[config.mk]
export PLATFORM = sky130hd
export DESIGN_NAME = condiciona_entrada
export DESIGN_NICKNAME = d
export VERILOG_FILES = /design/src/rtl/condiciona_entrada.sv
export SDC_FILE = /design/constraint.sdc
export NUM_CORES = 1
export LEC_CHECK = 0
export ABC_AREA = 1
export CAP_MARGIN = 30
export CORE_AREA = 5 5 42 44
export CTS_BUF_LIST = sky130_fd_sc_hd__clkbuf_4
export DETAILED_ROUTE_END_ITERATION = 12
export DIE_AREA = 0 0 47 49
export GPL_ROUTABILITY_DRIVEN = 1
export PLACE_DENSITY = 0.75
export SLEW_MARGIN = 10
export SYNTH_ARGS = -nofsm -noshare
export SYNTH_HDL_FRONTEND = slang
export SYNTH_SLANG_ARGS = --single-unit
export TNS_END_PERCENT = 50
[constraint.sdc]
create_clock -name ck -period 2 [get_ports ck]
set_input_delay 0.4 -clock ck [delete_from_list [all_inputs] [get_ports ck]]
set_output_delay 0.4 -clock ck [all_outputs]
set_load 0.05 [all_outputs]
[src/rtl/condiciona_entrada.sv]
// Input conditioner: synchronizer, debounce FSM with stability counter and edge pulses.
// Optional AUTO_REPEAT_EN macro adds periodic w_rise pulses while the input is held high.
module condiciona_entrada #(
    parameter int SYNC_STAGES   = 2,
    parameter int DEB_CYCLES    = 4,
    parameter int CNT_W         = 3,
    parameter int REPEAT_CYCLES = 8
) (
    input  logic ck,
    input  logic rst,
    input  logic btn,
    input  logic en,
    output logic w,
    output logic w_rise,
    output logic w_fall,
    output logic busy
);

    typedef enum logic [1:0] {
        IDLE_LO,
        CHK_HI,
        IDLE_HI,
        CHK_LO
    } state_t;

    localparam logic [CNT_W-1:0] CNT_LAST = CNT_W'(DEB_CYCLES - 1);

    generate
        if (SYNC_STAGES < 2 || DEB_CYCLES < 1 || DEB_CYCLES > (1 << CNT_W) || REPEAT_CYCLES < 1) begin : g_bad_params
            $error("condiciona_entrada: illegal parameter combination");
        end
    endgenerate

    logic [SYNC_STAGES-1:0] sync_q;
    logic                   s;
    state_t                 state;
    logic [CNT_W-1:0]       cnt;

`ifdef AUTO_REPEAT_EN
    localparam int RCNT_W = $clog2(REPEAT_CYCLES) + 1;
    localparam logic [RCNT_W-1:0] REP_LAST = RCNT_W'(REPEAT_CYCLES - 1);
    logic [RCNT_W-1:0] rcnt;
`endif

    // The synchronizer keeps shifting even while en is low.
    always_ff @(posedge ck or negedge rst) begin
        if (!rst) begin
            sync_q <= '0;
        end else begin
            sync_q <= {sync_q[SYNC_STAGES-2:0], btn};
        end
    end

    assign s    = sync_q[SYNC_STAGES-1];
    assign busy = (state == CHK_HI) || (state == CHK_LO);

    always_ff @(posedge ck or negedge rst) begin
        if (!rst) begin
            state  <= IDLE_LO;
            cnt    <= '0;
            w      <= 1'b0;
            w_rise <= 1'b0;
            w_fall <= 1'b0;
`ifdef AUTO_REPEAT_EN
            rcnt   <= '0;
`endif
        end else begin
            w_rise <= 1'b0;
            w_fall <= 1'b0;
            if (en) begin
`ifdef AUTO_REPEAT_EN
                rcnt <= '0;
`endif
                unique case (state)
                    IDLE_LO: begin
                        if (s) begin
                            state <= CHK_HI;
                            cnt   <= '0;
                        end
                    end
                    CHK_HI: begin
                        if (!s) begin
                            state <= IDLE_LO;
                        end else if (cnt == CNT_LAST) begin
                            state  <= IDLE_HI;
                            w      <= 1'b1;
                            w_rise <= 1'b1;
                        end else begin
                            cnt <= cnt + CNT_W'(1);
                        end
                    end
                    IDLE_HI: begin
                        if (!s) begin
                            state <= CHK_LO;
                            cnt   <= '0;
                        end
`ifdef AUTO_REPEAT_EN
                        else if (rcnt == REP_LAST) begin
                            w_rise <= 1'b1;
                            rcnt   <= '0;
                        end else begin
                            rcnt <= rcnt + RCNT_W'(1);
                        end
`endif
                    end
                    CHK_LO: begin
                        if (s) begin
                            state <= IDLE_HI;
                        end else if (cnt == CNT_LAST) begin
                            state  <= IDLE_LO;
                            w      <= 1'b0;
                            w_fall <= 1'b1;
                        end else begin
                            cnt <= cnt + CNT_W'(1);
                        end
                    end
                    default: state <= IDLE_LO;
                endcase
            end
        end
    end

endmodule
==> metrics.txt <==
residual DRC count=0; Mean Syn Cell Area=9.08 um2; Comb pwr share=0.441; Fillers=~140; global-route wire length before repair=~1.7 mm; sequential-to-total area share from yosys stat=0.438; die width=between 40 and 50 um; most frequent cells in the layout=nand2_1 (13), dfrtp_1 (10), inv_1 (6), clkdlybuf4s50_1 (6); Slowest-stage cell, CP=clkdlybuf4s50_1; CTS root buf=clkbuf_4; Post-DRT Antenna Nets=0; crit-path cells=clkdlybuf4s50_1; via count=between 400 and 500; max incr delay on CP=approximately 800 ps; Switching Power=approximately 0.36 mW; Crit. End Element=output port; Min Clock Period, post-route=approximately 1800 ps; WHS Path Cells=0; initial antenna violation count=0; 1st-iter DRT viols=2; worst-skew pair later-pin latency=260 ps; largest family of logic cells by synthesized area=simple AND/OR/NAND/NOR gates; Synth cell types=20; Setup Crit Path Kind=flip-flop to output port; Global Route met3 Usage=0.0332; XOR/XNOR Fraction of Synth Area=0; CTS tree=yes; mux contribution to synthesized area=0; core footprint=approximately 1400 um2; Clock Pin Slew Worst Setup and Hold Paths=60 ps; number of cells on the critical path=1; Pleak=about 0.31 nW; Pre-antenna DRT Iters=2; Top delay family on crit path=buffers and inverters; row count=14; initial core utilization=0.408; Synth warnings=0; CTS max path bufs=2; met2 GRT Util=0.149; DR vias/cell=between 4 and 5; CP Max Fanout=2; Crit path required time=between 1500 and 2000 ps; Fin Hold WS=between 300 and 400 ps; RSZ-0062 raised after global routing=no; final setup vio count=0; HP Class=flip-flop to flip-flop; Die Span Y=a little under 50 um; Tot GR Track Use=0.110; Synth Area in Simple Gates=0.315; peak supply drop=0.607 mV; clock sinks=10; critical path launch point type=flip-flop; DIE AREA=~2300 um2; PD cells=between 1000 and 1500 nW/um2; MaxCap Viol Count=0; Antenna diodes=0; Port Buffers=7; Max Slew Vio Count=0; Final Cycle Share=0.899; post-DP HPWL=about 730 um; Compound-Gate Fraction of Synth Area=0.0678; cell accounting for the most synthesized area=dfrtp_1; Max Clock Skew=2.74 ps; area grow syn2layout=13.8%; outcome=completed; GR Util met1=0.133; busiest grt layer=met2; synthesized area=roughly 570 um2; Hold Fails Final Rpt=0; clock share of power=0.161; post-CTS setup buffer count=0; # IOs=8; via count of the first global-routing pass=401; global placement routability congestion=~0.77; post-route setup TNS=0 ps; Reg power frac=0.397; cell count after synthesis=63; Synth top area share=0.438; Int Pwr=between 0.4 and 0.5 mW; fin nets=about 80; syn nets=70; measured slew at the worst slew-check pin=between 500 and 600 ps; Synth Area in Adders=0.0656; CTS buffer count=3; Peak Freq=between 0.5 and 0.6 GHz; largest net degree at the start of global routing=13; synthesized flop and latch total=10; gr ovfl total=0; crit path buf inv count=1; Switching Share=0.442; routed len/inst=around 11 um; share of layout cells above drive strength 1=0.243; reg2reg path depth=8; hold buffers post-CTS=0; Post-Route WL=approximately 950 um; H-Tree Depth=1; CTS resizes=0; Worst EP arrival=1400 ps; Synth area leaders=dfrtp_1 (44%), nand2_1 (8.5%), ha_1 (6.6%); max_slew headroom=0.664; commonest non-fill, non-tap cell in the layout=nand2_1
==> registers in the layout (all words and copies together), names as in the netlist, named ones only <==
| name | cells |
|---|---|
| w_rise | 1 |
| cnt | 3 |
| w_fall | 1 |
| state | 1 |
| sync_q | 2 |
| w | 1 |
==> cells in the mapped netlist <==
cell and count:
o21ai_1 4, nand3_1 4, o21ai_0 1, nor2_4 3, or2_2 2, inv_2 3, buf_6 2, nand2_4 2
o2111ai_1 1, nand4_1 1, dfrtp_1 10, nor2_1 1, dlygate4sd1_1 1, nand3_2 1, nand2_1 13, nand2_2 2
nor3_1 2, inv_1 6, ha_1 3, a21oi_1 1
==> power by group through the flow <==
stage	Clock, mW	Combinational, mW	Sequential [mW]
2_1_floorplan	0	0.328	0.315
3_3_place_gp	0	0.354	0.326
3_5_place_dp	0	0.362	0.328
4_1_cts	0.138	0.364	0.324
5_1_grt	0.153	0.396	0.333
6_report	0.132	0.360	0.324
==> per-stage QoR <==
step | power [mW] | cell area, um2 | util | instances | worst slack [ps]
2_1_floorplan | 0.643 | 572 | - | 63 | 653
5_1_grt | 0.883 | 651 | 0.464 | 86 | 153
6_report | 0.816 | 651 | 0.464 | 86 | 203
3_5_place_dp | 0.690 | 628 | 0.448 | 83 | 479
3_3_place_gp | 0.680 | 628 | 0.448 | 83 | 482
4_1_cts | 0.826 | 651 | 0.464 | 86 | 190
==> cells by family after synthesis <==
group / after synthesis
compound gates: 7
simple gates: 31
fa+ha+maj: 3
buf+inv: 12
flops: 10
==> layout make-up <==
class | count | area, um2 | share of cell area
clock buffer | 3 | 22.5 | 0.0346
inverter | 9 | 33.8 | 0.0519
sequential | 10 | 250 | 0.385
timing repair buffer | 7 | 67.6 | 0.104
tap | 16 | 20.0 | 0.0308
multi-input combinational | 41 | 256 | 0.394
==> layer usage <==
layer,vias to the layer above,share of wire
met5,-,0
met4,0,0.046
met3,4,0.028
met2,5,0.45
met1,182,0.48
li1,215,-
==> worst paths after layout <==
path / from / endpoint / slack [ps]
max reg2reg: cnt[0]$_DFFE_PN0P_ / cnt[2]$_DFFE_PN0P_ / 520
max: w$_DFFE_PN0P_ / w / 200
min in group asynchronous: rst / sync_q[0]$_DFF_PN0_ / 450
min: sync_q[0]$_DFF_PN0_ / sync_q[1]$_DFF_PN0_ / 350
max in group asynchronous: rst / w_rise$_DFF_PN0_ / 1250
min reg2reg: sync_q[0]$_DFF_PN0_ / sync_q[1]$_DFF_PN0_ / 350
(Power assumes the default switching activity.)
